`src/rtl/l2_line_responder_if.sv`:
```
// Bundle between the instruction-cache miss port, the L2 line responder and the memory read port.
// The slave modport is the responder's view; master is the requester/memory side.
interface l2_line_responder_if #(
   parameter int unsigned data_width    = 32,
   parameter int unsigned address_width = 32,
   parameter int unsigned block_size    = 32
);
   localparam int unsigned offset_width = $clog2(data_width * block_size / 8);
   localparam int unsigned cache_width  = block_size * data_width;

   logic                                  addr_to_l2_valid;
   logic [address_width-offset_width-1:0] addr_to_l2;
   logic                                  flush;
   logic [cache_width-1:0]                data_from_l2;
   logic                                  data_from_l2_valid;
   logic                                  busy;
   logic                                  mem_rd_valid;
   logic [address_width-1:0]              mem_rd_addr;
   logic                                  mem_rd_ready;
   logic [data_width-1:0]                 mem_rd_data;
   logic                                  mem_rd_data_valid;

   modport slave (
      input  addr_to_l2_valid, addr_to_l2, flush, mem_rd_ready, mem_rd_data, mem_rd_data_valid,
      output data_from_l2, data_from_l2_valid, busy, mem_rd_valid, mem_rd_addr
   );

   modport master (
      output addr_to_l2_valid, addr_to_l2, flush, mem_rd_ready, mem_rd_data, mem_rd_data_valid,
      input  data_from_l2, data_from_l2_valid, busy, mem_rd_valid, mem_rd_addr
   );
endinterface

```
`src/rtl/l2_line_responder.sv`:
```
// L2-side responder: fetches one cache line word-by-word over a pipelined in-order memory read
// port, assembles it and returns the whole line in a single-cycle pulse.
module l2_line_responder #(
   parameter int unsigned data_width      = 32,
   parameter int unsigned address_width   = 32,
   parameter int unsigned block_size      = 32,
   parameter int unsigned max_outstanding = 4
) (
   input logic               clk,
   input logic               rstn,
   l2_line_responder_if.slave bus
);
   localparam int unsigned offset_width = $clog2(data_width * block_size / 8);
   localparam int unsigned line_width   = address_width - offset_width;
   localparam int unsigned idx_width    = $clog2(block_size);
   localparam int unsigned byte_width   = $clog2(data_width / 8);
   localparam int unsigned cnt_width    = idx_width + 1;
   localparam int unsigned cache_width  = block_size * data_width;

   localparam logic [cnt_width-1:0] block_cnt = cnt_width'(block_size);
   // A limit above the line length can never be reached, so clamp it to fit the counters.
   localparam logic [cnt_width-1:0] max_out =
      (max_outstanding >= block_size) ? block_cnt : cnt_width'(max_outstanding);

   typedef enum logic [1:0] {StIdle, StFetch, StDone, StDrain} state_e;

   state_e                 state_q;
   logic [line_width-1:0]  line_q;
   logic [cnt_width-1:0]   issued_q;
   logic [cnt_width-1:0]   resp_q;
   logic [cache_width-1:0] buf_q;
   logic [cache_width-1:0] data_q;
   logic                   valid_q;

   logic [cnt_width-1:0]   outstanding;
   logic [idx_width-1:0]   resp_idx;
   logic [cache_width-1:0] buf_next;
   logic                   issue_ok;
   logic                   accept;
   logic                   ret;

   always_comb begin
      outstanding = issued_q - resp_q;
      issue_ok    = (state_q == StFetch) && !bus.flush && (issued_q < block_cnt) &&
                    (outstanding < max_out);
      accept      = issue_ok && bus.mem_rd_ready;
      ret         = bus.mem_rd_data_valid;
      resp_idx    = resp_q[idx_width-1:0];
      buf_next    = buf_q;
      buf_next[resp_idx*data_width +: data_width] = bus.mem_rd_data;
   end

   assign bus.mem_rd_valid       = issue_ok;
   assign bus.mem_rd_addr        = {line_q, issued_q[idx_width-1:0], {byte_width{1'b0}}};
   assign bus.busy               = (state_q != StIdle);
   assign bus.data_from_l2       = data_q;
   assign bus.data_from_l2_valid = valid_q;

   always_ff @(posedge clk) begin
      if (!rstn) begin
         state_q  <= StIdle;
         line_q   <= '0;
         issued_q <= '0;
         resp_q   <= '0;
         data_q   <= '0;
         valid_q  <= 1'b0;
      end else begin
         valid_q <= 1'b0;
         unique case (state_q)
            StIdle: begin
               if (bus.addr_to_l2_valid) begin
                  line_q   <= bus.addr_to_l2;
                  issued_q <= '0;
                  resp_q   <= '0;
                  state_q  <= StFetch;
               end
            end
            StFetch: begin
               if (accept) issued_q <= issued_q + 1'b1;
               if (ret)    resp_q   <= resp_q + 1'b1;
               if (bus.flush) begin
                  // A return landing in the flush cycle already counts toward draining.
                  state_q <= (outstanding == cnt_width'(ret)) ? StIdle : StDrain;
               end else if (ret) begin
                  buf_q <= buf_next;
                  if (resp_q == block_cnt - 1'b1) begin
                     data_q  <= buf_next;
                     valid_q <= 1'b1;
                     state_q <= StDone;
                  end
               end
            end
            StDone: state_q <= StIdle;
            StDrain: begin
               if (ret) begin
                  resp_q <= resp_q + 1'b1;
                  if (outstanding == cnt_width'(1)) state_q <= StIdle;
               end
            end
            default: state_q <= StIdle;
         endcase
      end
   end
endmodule

```
`src/flat_wrapper.sv`:
```
// flat-port wrapper written by rule: the top's interface ports become plain ports
module l2_line_responder_flat 
#(
   parameter int unsigned data_width      = 32,
   parameter int unsigned address_width   = 32,
   parameter int unsigned block_size      = 32,
   parameter int unsigned max_outstanding = 4
)
  (clk, rstn, bus_addr_to_l2_valid, bus_addr_to_l2, bus_flush, bus_mem_rd_ready, bus_mem_rd_data, bus_mem_rd_data_valid, bus_data_from_l2, bus_data_from_l2_valid, bus_busy, bus_mem_rd_valid, bus_mem_rd_addr);
  l2_line_responder_if #(.data_width(data_width), .address_width(address_width), .block_size(block_size)) bus_i ();
  input logic clk;
  input logic rstn;
  input wire logic [$bits(bus_i.addr_to_l2_valid)-1:0] bus_addr_to_l2_valid;
  input wire logic [$bits(bus_i.addr_to_l2)-1:0] bus_addr_to_l2;
  input wire logic [$bits(bus_i.flush)-1:0] bus_flush;
  input wire logic [$bits(bus_i.mem_rd_ready)-1:0] bus_mem_rd_ready;
  input wire logic [$bits(bus_i.mem_rd_data)-1:0] bus_mem_rd_data;
  input wire logic [$bits(bus_i.mem_rd_data_valid)-1:0] bus_mem_rd_data_valid;
  output wire logic [$bits(bus_i.data_from_l2)-1:0] bus_data_from_l2;
  output wire logic [$bits(bus_i.data_from_l2_valid)-1:0] bus_data_from_l2_valid;
  output wire logic [$bits(bus_i.busy)-1:0] bus_busy;
  output wire logic [$bits(bus_i.mem_rd_valid)-1:0] bus_mem_rd_valid;
  output wire logic [$bits(bus_i.mem_rd_addr)-1:0] bus_mem_rd_addr;
  assign bus_i.addr_to_l2_valid = bus_addr_to_l2_valid;
  assign bus_i.addr_to_l2 = bus_addr_to_l2;
  assign bus_i.flush = bus_flush;
  assign bus_i.mem_rd_ready = bus_mem_rd_ready;
  assign bus_i.mem_rd_data = bus_mem_rd_data;
  assign bus_i.mem_rd_data_valid = bus_mem_rd_data_valid;
  assign bus_data_from_l2 = bus_i.data_from_l2;
  assign bus_data_from_l2_valid = bus_i.data_from_l2_valid;
  assign bus_busy = bus_i.busy;
  assign bus_mem_rd_valid = bus_i.mem_rd_valid;
  assign bus_mem_rd_addr = bus_i.mem_rd_addr;
  l2_line_responder #(.data_width(data_width), .address_width(address_width), .block_size(block_size), .max_outstanding(max_outstanding)) u_core (.clk(clk), .rstn(rstn), .bus(bus_i));
endmodule
```
`config.mk`:
```
export PLATFORM = sky130hd
export DESIGN_NAME = l2_line_responder_flat
export DESIGN_NICKNAME = d
export VERILOG_FILES = /design/src/rtl/l2_line_responder_if.sv /design/src/rtl/l2_line_responder.sv /design/src/flat_wrapper.sv
export SDC_FILE = /design/constraint.sdc
export NUM_CORES = 2
export LEC_CHECK = 0
export ABC_AREA = 1
export BUFFER_PORTS_ARGS = -buffer_cell sky130_fd_sc_hd__buf_2
export CORE_AREA = 2 2 432 434
export DETAILED_ROUTE_END_ITERATION = 8
export DIE_AREA = 0 0 434 436
export GPL_ROUTABILITY_DRIVEN = 0
export MAX_ROUTING_LAYER = met4
export PLACE_DENSITY = 0.67
export SYNTH_ARGS = -nofsm -noshare
export SYNTH_HDL_FRONTEND = slang
export SYNTH_SLANG_ARGS = --single-unit
```
`constraint.sdc`:
```
create_clock -name clk -period 154 [get_ports clk]
set_input_delay 0 -clock clk [delete_from_list [all_inputs] [get_ports clk]]
set_output_delay 0 -clock clk [all_outputs]
set_load 0.02 [all_outputs]
```
### Word-level counts from Yosys, hierarchy flattened

Index checks and enable logic that the tools add are counted.

* register bits: 2088
* latch bits: 0
* bits in writable memories: 0
* bits in read-only memories: 0
* input bits: 63
* word-level logic and storage cells: 64
* memories kept: 0

* add/sub/neg operators: 4
* $mul: 0
* div/mod/pow operators: 0
* order comparisons: 2
* eq/ne operators: 13
* shift operators: 2
* muxes and demuxes: 15
* bitwise operators: 4
* reductions and logical operators: 17

Operators with widths (count)
* bitwise mux 1024 bit: 1
* variable shift 32 x 34 -> 1024 bit, first input constant: 1
* variable part select 32 x 34 -> 1024 bit: 1
* negation 10 -> 34 bit: 1
* one-hot mux 6 bit (2 select lines): 2
* 2-to-1 mux 6 bit: 3
* 2-to-1 mux 2 bit: 7
* adder 6 x 1 -> 6 bit, second input constant: 2
* one-hot mux 2 bit (4 select lines): 1
* AND reduction 4 bit: 2
* equality test 6 x 1 -> 1 bit: 1
* equality test 6 x 1 -> 1 bit, second input constant: 1
* equality test 6 x 5 -> 1 bit, second input constant: 1
* < comparator 6 x 3 -> 1 bit, second input constant: 1
* < comparator 6 bit, second input constant: 1
* inequality test 2 x 1 -> 1 bit, second input constant: 3
* inequality test 3 bit, second input constant: 2
* AND reduction 3 bit: 2
* nonzero test 2 bit: 3
* subtractor 6 bit: 1
* AND reduction 5 bit: 1
* equality test 2 bit, second input constant: 2
* logical AND 1 bit: 4
* inequality test 2 bit, second input constant: 2
* 8 further kinds: 11

### Longest topological paths before layout

* depth after elaboration: 7
* gate-level depth with buffers: 19

### Worst setup path before layout

OpenSTA, ideal clock, no wires.

* kind: in2reg
* start point: in rstn
* end point: reg u_core.buf_q[0], enable pin
* setup time: 3673 ps
* data arrival time: 70078 ps
* required time: 150327 ps
* path slack: 80249 ps
* stages: 5
* path through: clkbuf_1 inv_2 clkbuf_1 clkbuf_1 nor3_1

* word-level cells in the longest chain between the ends: 1

RTL lines
* from (decl): RTL line flat_wrapper.sv:12 `input logic rstn;`
* AND reduction 4 bit (no line)
* to (signal assigned): RTL line l2_line_responder.sv:85 `buf_q <= buf_next;`
* to (decl): RTL line l2_line_responder.sv:31 `logic [cache_width-1:0] buf_q;`

Every way passes these cells.
A chain may end at the register's enable or synchronous reset.

==> impl_metrics.tcl <==
set metrics [dict create \
    num_io_pins 1122 \
    grt_setup_unrepaired "false" \
    syn_area_per_cell_um2 8.30 \
    netlist_area_mm2 0.0868 \
    fin_skew_ns 0.0296 \
    fin_crit_sh_pct 3.50 \
    peakVddDrop_uv 10.9 \
    htreeDepth 4 \
    core_area_mm2 0.185 \
    fin_ws_ns 148.61 \
    slew_viol_final 0 \
    holdPathStages 3 \
    timing.reg2reg.setup_slack_ns 148.69 \
    postRouteAntennaNets 0 \
    required_ns 154.77 \
    die_w_um 434 \
    hold_viol 0 \
    grtUsageMet3_pct 6.45 \
    antenna_found_initial 12 \
    cp_max_fo 118 \
    vias 76100 \
    finalSetupViolCount 0 \
    rows 158 \
    numCtsBuffers 209 \
    regToRegStartpoint "u_core.resp_q[0]$_SDFFE_PN0P_" \
    dp_hpwl_um 210000 \
    arrival_ns 6.16 \
    first_iter_violations 9454 \
    layout.nets 11500 \
    path_clk_slew_ns 0.06 \
    grt_overflow_total 0 \
    critPathKind "in -> reg" \
    synthCells 10500 \
    yosys.area.top_type_share_pct 35.4 \
    place_ws_ns 148.53 \
    wl_per_cell_um 23.0 \
    cts-root-buf "clkbuf_16" \
    synth.distinct_cells 35 \
    post-route-min-period_ns 5.39 \
    grt_pass1_vias 69300 \
    worstHoldStart "bus_mem_rd_data[21]" \
    worstSkewPairLatency_ns 0.89 \
    grt_pass1_wl_um 463000 \
    grt-busiest-layer "met2" \
    grtUsageTotal_pct 34.0 \
    yosysTopAreaCell "edfxtp_1" \
    start_kind "primary input" \
    cp-end-kind "register" \
    cts_tree "done" \
    drive_above_1_share_pct 14.2 \
    yosysSeqAreaShare_pct 60.0 \
    fin_setup_tns_ns 0 \
    status "complete, no violations" \
    grt.met2_usage_pct 49.0 \
    cellPowerDensity_mw_per_mm2 11.7 \
    routed_wl_um 324000 \
    cts.sinks 2088 \
    ys_warn_count 0 \
    met1_usage_pct 42.7 \
    ys_seq_elements 2088 \
    leakagePower_uw 0.0508 \
    areaGrowthSynthToFinish_pct 18.0 \
    tightest_slew_ns 1.30 \
    hp-class "in -> reg" \
    worstRegToRegCells 13 \
    synth_area_leaders "edfxtp_1 35%, dfxtp_1 25%, nor2_1 10%" \
    relSlewSlack_pct 13.0 \
    die_area_mm2 0.189 \
    place.port_buffers 1119 \
    clockBufferDepth 3 \
    drv_cap 0 \
    die_y_um 436 \
    viasPerCell 5.40 \
    crit_start "rstn" \
    drc 0 \
    fmax_ghz 0.185 \
    start_util_pct 47.0 \
    firstDrtPassIters 9 \
    grt_max_degree 222 \
]
[area by class of cell]
class | count | area [um2]
fillers | 16800 | 82200
flip-flops and latches | 2088 | 52000
multi-input cells | 6445 | 27400
repair buffers | 1372 | 7940
clock buffers | 317 | 6180
inverters | 1275 | 4810
well taps | 2480 | 3100
clock inverters | 83 | 925
diodes | 12 | 30.0
[stage by stage]
stage	area [um2]	util, %	instances	hold slack, ns	power, uW
floorplan	86800	-	10500	0.166	670
global placement	93900	50.9	13500	0.251	678
detailed placement	93900	50.9	13500	0.262	679
CTS	102000	55.4	14100	0.0150	1200
global route	102000	55.5	14100	0.0388	1230
finish	102000	55.5	14100	0.0551	1200
[report_power, final]
group	switching (uW)	internal [uW]	total, uW	leakage [uW]
clock network	227	299	526	0.00348
logic	64.3	15.9	80.3	0.0295
registers	3.01	591	594	0.0178
total	295	906	1200	0.0508
[cell families after synthesis]
group,count (synthesis),share of synthesized area [%]
other,1,0.00432
and+or+nand+nor,4890,22.2
buffers and inverters,1927,8.74
xor gates and xnor gates,8,0.102
adders and majority gates,10,0.153
DFF,2088,60.0
AOI/OAI and AO/OA,1535,8.86
[synth_stat cells, drive strengths merged]
master   count
nor2      2381
nand2     2001
o21ai     1522
inv       1270
dfxtp     1064
edfxtp    1024
clkbuf     356
buf        296
nand3      293
nand4      138
nor3        71
a21oi       11
ha           9
clkinv       5
xor2         5
xnor2        3
nor3b        2
or2          2
a2111oi      1
a211oi       1
and3         1
conb         1
fa           1
nand3b       1
[critical path, stage by stage]
cell and delay, ns:
dlygate4sd3_1 0.53, buf_2 0.30, inv_8 0.51, buf_4 0.77, buf_4 0.81, buf_4 0.84
buf_4 0.79, buf_4 0.83, nor2_1 0.13, o21ai_0 0.12, inv_1 0.07
[path summary, 6_finish.rpt]
path,to
worst min-delay path,u_core.buf_q[917]$_DFFE_PP_
worst max register to register,u_core.bus.data_from_l2[760]$_SDFFE_PN0P_
worst min register to register,u_core.buf_q[91]$_DFFE_PP_
worst max-delay path,u_core.bus.data_from_l2[842]$_SDFFE_PN0P_
[layer usage]
layer | vias to the layer above | wire length, um | part of all wire (%)
met5 | - | 0 | 0
met4 | 0 | 27300 | 8.4
met3 | 904 | 30300 | 9.4
met2 | 4178 | 141000 | 44
met1 | 35900 | 125000 | 39
li1 | 35000 | - | -
[timing repair]
action	CTS	global route
buffers inserted	0	0
hold buffers	132	0
gates resized for setup	0	0
endpoints found under the hold margin	107	0
[state kept, by name (all words and copies together), names as in the netlist]
| name | count |
|---|---|
| u_core.line_q | 25 |
| u_core.bus.data_from_l2_valid | 1 |
| u_core.issued_q | 6 |
| u_core.bus.data_from_l2 | 1024 |
| u_core.resp_q | 6 |
| u_core.buf_q | 1024 |
| u_core.state_q | 2 |
[layout by cell type, fill, tap and decap left out, types with 5 or more instances in the layout]
| master | Yosys | final |
|---|---|---|
| nor2_1 | 2374 | 2364 |
| nand2_1 | 1996 | 1989 |
| o21ai_0 | 1314 | 1314 |
| inv_1 | 1256 | 1254 |
| buf_2 | 203 | 1119 |
| dfxtp_1 | 1064 | 1064 |
| edfxtp_1 | 1024 | 1024 |
| nand3_1 | 287 | 278 |
| clkbuf_16 | 0 | 216 |
| o21ai_1 | 208 | 208 |
| nand4_1 | 138 | 138 |
| dlygate4sd3_1 | 0 | 132 |
| buf_4 | 26 | 112 |
| nor3_1 | 69 | 62 |
| clkbuf_1 | 356 | 61 |
| clkinv_2 | 0 | 42 |
| clkbuf_8 | 0 | 40 |
| clkinv_1 | 5 | 15 |
| nor2_2 | 6 | 14 |
| nand3_2 | 6 | 13 |
| diode_2 | 0 | 12 |
| bufinv_16 | 0 | 12 |
| a21oi_1 | 11 | 11 |
| nand2_2 | 5 | 10 |
| inv_2 | 14 | 10 |
| buf_12 | 0 | 9 |
| ha_1 | 9 | 8 |
| nor3_2 | 2 | 7 |
| clkinvlp_4 | 0 | 6 |
| clkinv_16 | 0 | 5 |
Note: power is estimated with default switching activity, not from simulation.
